## config.mk

```make
export PLATFORM = sky130hd
export DESIGN_NAME = soft_error_event_logger
export DESIGN_NICKNAME = d
export VERILOG_FILES = /design/src/rtl/soft_error_pkg.sv /design/src/rtl/soft_error_evt_fifo.sv /design/src/rtl/soft_error_event_logger.sv
export SDC_FILE = /design/constraint.sdc
export NUM_CORES = 1
export LEC_CHECK = 0
export BUFFER_PORTS_ARGS = -buffer_cell sky130_fd_sc_hd__buf_2
export CAP_MARGIN = 40
export CORE_UTILIZATION = 51
export CTS_CLUSTER_SIZE = 16
export DETAILED_ROUTE_END_ITERATION = 8
export PLACE_DENSITY = 0.72
export SLEW_MARGIN = 30
export SYNTH_ARGS = -nofsm -noshare
export SYNTH_HDL_FRONTEND = slang
export SYNTH_HIERARCHICAL = 1
export SYNTH_SLANG_ARGS = --single-unit
```

## constraint.sdc

```tcl
create_clock -name i_clk -period 7.3 [get_ports i_clk]
set_clock_uncertainty 0.2 [all_clocks]
set_input_delay 2.19 -clock i_clk [delete_from_list [all_inputs] [get_ports i_clk]]
set_output_delay 2.19 -clock i_clk [all_outputs]
set_load 0.05 [all_outputs]
```

## src/rtl/soft_error_pkg.sv

```systemverilog
// Shared constants for the soft error event logger.
// SOFT_ERROR_TIMESTAMP_EN: when defined, each event word carries a timestamp
// prefix and the event width grows by the timestamp width.
package soft_error_pkg;

    localparam int ERRSIG_ID_num = 7;

    localparam int BANK12 = 0;
    localparam int BANK16 = 1;
    localparam int BANK20 = 2;
    localparam int BANK24 = 3;
    localparam int BANK28 = 4;
    localparam int BANK32 = 5;
    localparam int BANK36 = 6;

`ifdef SOFT_ERROR_TIMESTAMP_EN
    localparam bit TS_EN = 1'b1;
`else
    localparam bit TS_EN = 1'b0;
`endif

    // Width of one event word: both rise vectors, plus the timestamp when enabled
    function automatic int evt_w(input int n_banks, input int ts_width);
        return 2 * n_banks + (TS_EN ? ts_width : 0);
    endfunction

endpackage

```

## src/rtl/soft_error_evt_fifo.sv

```systemverilog
// Synchronous event FIFO with full/empty flags.
// Pointers carry one extra wrap bit so full and empty are distinguishable.
// A push into a full FIFO is accepted only when a pop happens in the same cycle.
module soft_error_evt_fifo #(
    parameter int DEPTH = 16,
    parameter int WIDTH = 14
) (
    input  logic             clk,
    input  logic             rst_n,
    input  logic             push,
    input  logic             pop,
    input  logic [WIDTH-1:0] wdata,
    output logic [WIDTH-1:0] rdata,
    output logic             full,
    output logic             empty
);

    localparam int AW = $clog2(DEPTH);

    logic [AW:0]      wr_ptr;
    logic [AW:0]      rd_ptr;
    logic [WIDTH-1:0] mem [DEPTH];
    logic             do_push;
    logic             do_pop;

    assign empty   = (wr_ptr == rd_ptr);
    assign full    = (wr_ptr[AW] != rd_ptr[AW]) && (wr_ptr[AW-1:0] == rd_ptr[AW-1:0]);
    assign do_pop  = pop & ~empty;
    assign do_push = push & (~full | do_pop);
    assign rdata   = mem[rd_ptr[AW-1:0]];

    // Advance the read and write pointers; reset discards all queued entries
    always_ff @(posedge clk or negedge rst_n) begin
        if (!rst_n) begin
            wr_ptr <= '0;
            rd_ptr <= '0;
        end else begin
            if (do_push) begin
                wr_ptr <= wr_ptr + (AW + 1)'(1);
            end
            if (do_pop) begin
                rd_ptr <= rd_ptr + (AW + 1)'(1);
            end
        end
    end

    // Storage array needs no reset since the pointers define what is valid
    always_ff @(posedge clk) begin
        if (do_push) begin
            mem[wr_ptr[AW-1:0]] <= wdata;
        end
    end

endmodule

```

## src/rtl/soft_error_event_logger.sv

```systemverilog
// Soft error event logger: detects rising edges on per-bank error flags of
// two channels, queues one event word per cycle with any rise, keeps
// saturating per-bank counters and a sticky overflow flag.
// SOFT_ERROR_TIMESTAMP_EN: when defined, a free-running timestamp is
// prepended to each event word.
module soft_error_event_logger
    import soft_error_pkg::*;
#(
    parameter int ERRSIG_ID_num = soft_error_pkg::ERRSIG_ID_num,
    parameter int FIFO_DEPTH    = 16,
    parameter int TS_WIDTH      = 32,
    parameter int CNT_WIDTH     = 16,
    localparam int EVT_W        = evt_w(ERRSIG_ID_num, TS_WIDTH)
) (
    input  logic                     i_clk,
    input  logic                     i_rst_n,
    input  logic [ERRSIG_ID_num-1:0] error_A,
    input  logic [ERRSIG_ID_num-1:0] error_B,
    input  logic                     i_clear,
    input  logic [2:0]               i_cnt_sel,
    output logic [CNT_WIDTH-1:0]     o_cnt_A,
    output logic [CNT_WIDTH-1:0]     o_cnt_B,
    output logic                     o_evt_valid,
    input  logic                     i_evt_ready,
    output logic [EVT_W-1:0]         o_evt_data,
    output logic                     o_overflow
);

    logic [ERRSIG_ID_num-1:0] err_q_a;
    logic [ERRSIG_ID_num-1:0] err_q_b;
    logic [ERRSIG_ID_num-1:0] err_qq_a;
    logic [ERRSIG_ID_num-1:0] err_qq_b;
    logic [ERRSIG_ID_num-1:0] rise_a;
    logic [ERRSIG_ID_num-1:0] rise_b;
    logic [CNT_WIDTH-1:0]     cnt_a [ERRSIG_ID_num];
    logic [CNT_WIDTH-1:0]     cnt_b [ERRSIG_ID_num];
    logic [EVT_W-1:0]         evt_word;
    logic                     evt;
    logic                     pop;
    logic                     full;
    logic                     empty;
    logic                     drop;

    // Two-stage capture of the error flags; reset to zero so a flag held
    // high across reset release shows up as exactly one rise
    always_ff @(posedge i_clk or negedge i_rst_n) begin
        if (!i_rst_n) begin
            err_q_a  <= '0;
            err_q_b  <= '0;
            err_qq_a <= '0;
            err_qq_b <= '0;
        end else begin
            err_q_a  <= error_A;
            err_q_b  <= error_B;
            err_qq_a <= err_q_a;
            err_qq_b <= err_q_b;
        end
    end

    assign rise_a = err_q_a & ~err_qq_a;
    assign rise_b = err_q_b & ~err_qq_b;
    assign evt    = (|rise_a) || (|rise_b);

`ifdef SOFT_ERROR_TIMESTAMP_EN
    logic [TS_WIDTH-1:0] ts;

    // Free-running wrapping timestamp sampled into each event word
    always_ff @(posedge i_clk or negedge i_rst_n) begin
        if (!i_rst_n) begin
            ts <= '0;
        end else begin
            ts <= ts + TS_WIDTH'(1);
        end
    end

    assign evt_word = {ts, rise_a, rise_b};
`else
    assign evt_word = {rise_a, rise_b};
`endif

    assign pop         = ~empty & i_evt_ready;
    assign drop        = evt & full & ~pop;
    assign o_evt_valid = ~empty;

    soft_error_evt_fifo #(
        .DEPTH (FIFO_DEPTH),
        .WIDTH (EVT_W)
    ) u_fifo (
        .clk   (i_clk),
        .rst_n (i_rst_n),
        .push  (evt),
        .pop   (pop),
        .wdata (evt_word),
        .rdata (o_evt_data),
        .full  (full),
        .empty (empty)
    );

    // Sticky overflow; a drop in the clearing cycle still leaves it set
    always_ff @(posedge i_clk or negedge i_rst_n) begin
        if (!i_rst_n) begin
            o_overflow <= 1'b0;
        end else if (i_clear) begin
            o_overflow <= drop;
        end else if (drop) begin
            o_overflow <= 1'b1;
        end
    end

    // Saturating per-bank counters; dropped events are still counted and a
    // rise in the clearing cycle restarts its counter at one
    always_ff @(posedge i_clk or negedge i_rst_n) begin
        if (!i_rst_n) begin
            for (int i = 0; i < ERRSIG_ID_num; i++) begin
                cnt_a[i] <= '0;
                cnt_b[i] <= '0;
            end
        end else begin
            for (int i = 0; i < ERRSIG_ID_num; i++) begin
                if (i_clear) begin
                    cnt_a[i] <= CNT_WIDTH'(rise_a[i]);
                    cnt_b[i] <= CNT_WIDTH'(rise_b[i]);
                end else begin
                    if (rise_a[i] && (cnt_a[i] != '1)) begin
                        cnt_a[i] <= cnt_a[i] + CNT_WIDTH'(1);
                    end
                    if (rise_b[i] && (cnt_b[i] != '1)) begin
                        cnt_b[i] <= cnt_b[i] + CNT_WIDTH'(1);
                    end
                end
            end
        end
    end

    // Combinational counter readout; out-of-range bank selects read zero
    always_comb begin
        o_cnt_A = '0;
        o_cnt_B = '0;
        if (int'(i_cnt_sel) < ERRSIG_ID_num) begin
            o_cnt_A = cnt_a[i_cnt_sel];
            o_cnt_B = cnt_b[i_cnt_sel];
        end
    end

endmodule
```

==> results.md <==
- Status: completed
- Slew @ Worst Pin: 0.864 ns
- Final min period: 6.29 ns
- PD cells: between 200 and 300 nW/um2
- DRC: 0
- Port-buffer cells: 68
- Synth area leaders: edfxtp_1, dfrtp_1, mux4_2
- Comb power frac: 0.233
- Area growth syn-to-layout: 11.2%
- Die height: 218 um
- Largest net degree at the start of global routing: 140
- Synth Flop Type: dfrtp_1
- Clk pwr share: 0.322
- Die Wd: roughly 220 um
- Vias in the first global route: 15900
- Wire length of the first global-routing pass: 90.8 mm
- Worst Setup Start Kind: input pin
- Yosys top cell area share: 0.284
- Ys async rst share: 0.540
- Post-DR vias/cell: 6.15
- Clk sink count: 487
- DR iter-0 viols: 1673
- Post-synth top area cell: edfxtp_1
- Required time of the worst setup path: 4.91 ns
- Worst Hold Launch: err_q_a[2]
- Share of layout cells above drive strength 1: 0.170
- Initial antenna violation count: 1
- Hold buffers post-CTS: 0
- P_leak: 10.1 nW
- Cells after Synth: 1913
- YS warnings: 6
- Worst-path fanout max: 34
- Initial core utilization: 0.520
- Clk Latency, worst-skew pair: 0.60 ns
- Overflow after GRT: 0
- Period utilization: 0.861
- Top-count cell post-synth: dfrtp_1
- Setup_tns: 0 ns
- Sw Pwr: roughly 0.0024 W
- Max rail drop VDD: 0.504 mV
- Unrepaired setup endpoints after global routing: no
- Num rows: 78
- Slew Viols, Final: 0
- Router iterations before antenna repair: 5
- Hold path depth: 0
- Max frequency: around 160 MHz
- Core area: roughly 46000 um2
- I/O pins: 69
- Final HPWL from detailed placement: between 30 and 40 mm
- Relative slew slack: 0.424
- Routed via count: approximately 16000
- Hold EP: err_qq_a[2]
- Post-CTS Setup Inserts: 0
- Synth cell types: 83
- CTS root buf: clkbuf_16
- CTS tree: done
- Switch share: 0.314
- Placer Congestion: roughly 0.90
- Worst Setup Path Type: input pin to output port
- Worst path arrival time: 3.90 ns
- CTS Buf Count: a little over 50
- DRT antenna net count: 0
- H-tree depth: 2
- Resized cells post-CTS: 0
- Die area: roughly 47000 um2
- CTS max path bufs: 3
- Commonest cells in the synthesized netlist: dfrtp_1, edfxtp_1, nor2_1
- Final setup vio count: 0
- Synthesized net count: 1953
- R2R depth: 8
- Clk slew on worst S/H paths: 0.06 ns
- Flop2flop setup slack: 3.41 ns
- Syn Area/Cell: 12.4 um2
- Overall routed net length: 57.0 mm
- Pwr Total: 0.00765 W
- Reg power frac: 0.444
- HP Class: flop to flop
- Reg2reg end: u_fifo/mem[12][6]
- Crit path launch: i_cnt_sel[1]
- Cell-internal power: ~0.0053 W
- Synthesized flop and latch total: 487
- GRT Total Usage: 0.247
- Fin. Hold Viols: 0
- Post-synthesis cell area: 23700 um2
- Register area share after synthesis: 0.561
- Avg WL per Cell: 21.7 um
- Post-synth EDFFs: 224
- Total of max-cap violations: 0
- Reg2reg start: u_fifo/rd_ptr[0]
- Final #Nets: 2024
- CP endpoint kind: output port
sequential cells by signal (all words and copies together), names as in the netlist:
| register | flops |
|---|---|
| cnt_a | 112 |
| cnt_b | 112 |
| err_q_a | 7 |
| err_q_b | 7 |
| err_qq_a | 7 |
| err_qq_b | 7 |
| o_overflow | 1 |
| u_fifo/mem | 224 |
| u_fifo/rd_ptr | 5 |
| u_fifo/wr_ptr | 5 |
layout by cell type (no fill, tap or decap), types with 48 or more instances in the layout:
| cell | count |
|---|---|
| buf_2 | 65 |
| clkbuf_16 | 53 |
| dfrtp_1 | 261 |
| edfxtp_1 | 224 |
| mux2i_1 | 48 |
| mux4_2 | 88 |
| nand2_1 | 140 |
| nand3_1 | 94 |
| nand4_1 | 72 |
| nor2_1 | 205 |
| nor3_1 | 55 |
| o21ai_0 | 51 |
| xnor2_1 | 88 |
| xor2_1 | 64 |
how the worst max path moves through the flow:
stage                        endpoint  slack, ns  depth (start not counted)
after floorplan           o_cnt_A[15]       0.98                          6
after global placement     o_cnt_B[6]       1.06                          5
after detailed placement   o_cnt_B[0]       1.02                          5
after CTS                  o_cnt_B[0]       1.02                          5
after global routing       o_cnt_B[0]       0.93                          6
final                      o_cnt_B[0]       1.01                          6
power groups by stage:
| stage | sequential (W) | clock [W] | combinational, W |
|---|---|---|---|
| 2_1_floorplan | 0.00331 | 0 | 0.00141 |
| 3_3_place_gp | 0.00348 | 0 | 0.00167 |
| 3_5_place_dp | 0.00345 | 0 | 0.00177 |
| 4_1_cts | 0.00341 | 0.00251 | 0.00178 |
| 5_1_grt | 0.00343 | 0.00263 | 0.00189 |
| 6_report | 0.00340 | 0.00247 | 0.00179 |
stage by stage:
step           instance area [um2]  hold slack, ns  setup WS [ns]   util  std cells
2_1_floorplan                23700           0.147          0.983      -       1913
3_3_place_gp                 24600           0.154           1.06  0.541       2522
3_5_place_dp                 24700           0.165           1.02  0.542       2525
4_1_cts                      26300           0.177           1.02  0.576       2617
5_1_grt                      26400           0.183          0.932  0.578       2623
6_report                     26400           0.172           1.01  0.578       2624
layer usage:
| layer | routed length, um | GRT usage | vias up |
|---|---|---|---|
| li1 | - | - | 7321 |
| met1 | 23800 | 0.342 | 8158 |
| met3 | 3770 | 0.0411 | 94 |
| met2 | 27900 | 0.404 | 565 |
| met4 | 1460 | 0.0695 | 0 |
| met5 | 0 | 0 | - |
critical path, cell delays in order:
cell and delay (ns):
buf_4 0.51, buf_12 0.30, mux2i_1 0.21, o21ai_0 0.11
mux2_2 0.31, buf_2 0.22
cell families after synthesis:
family,count (synthesis),synth area share
AOI/OAI and AO/OA,195,0.0556
muxes,168,0.119
xor gates and xnor gates,155,0.0582
DFF,487,0.561
buffers and inverters,120,0.0235
adders and majority gates,19,0.0100
and+or+nand+nor,769,0.172
final cells by class:
type	instances	area [um2]
multi-input cells	1306	9850
repair buffers	105	732
flip-flops and latches	487	13300
diodes	1	2.50
well taps	600	751
clock inverters	16	103
clock buffers	76	1470
fillers	3541	19200
inverters	33	124
(Power assumes the default switching activity.)
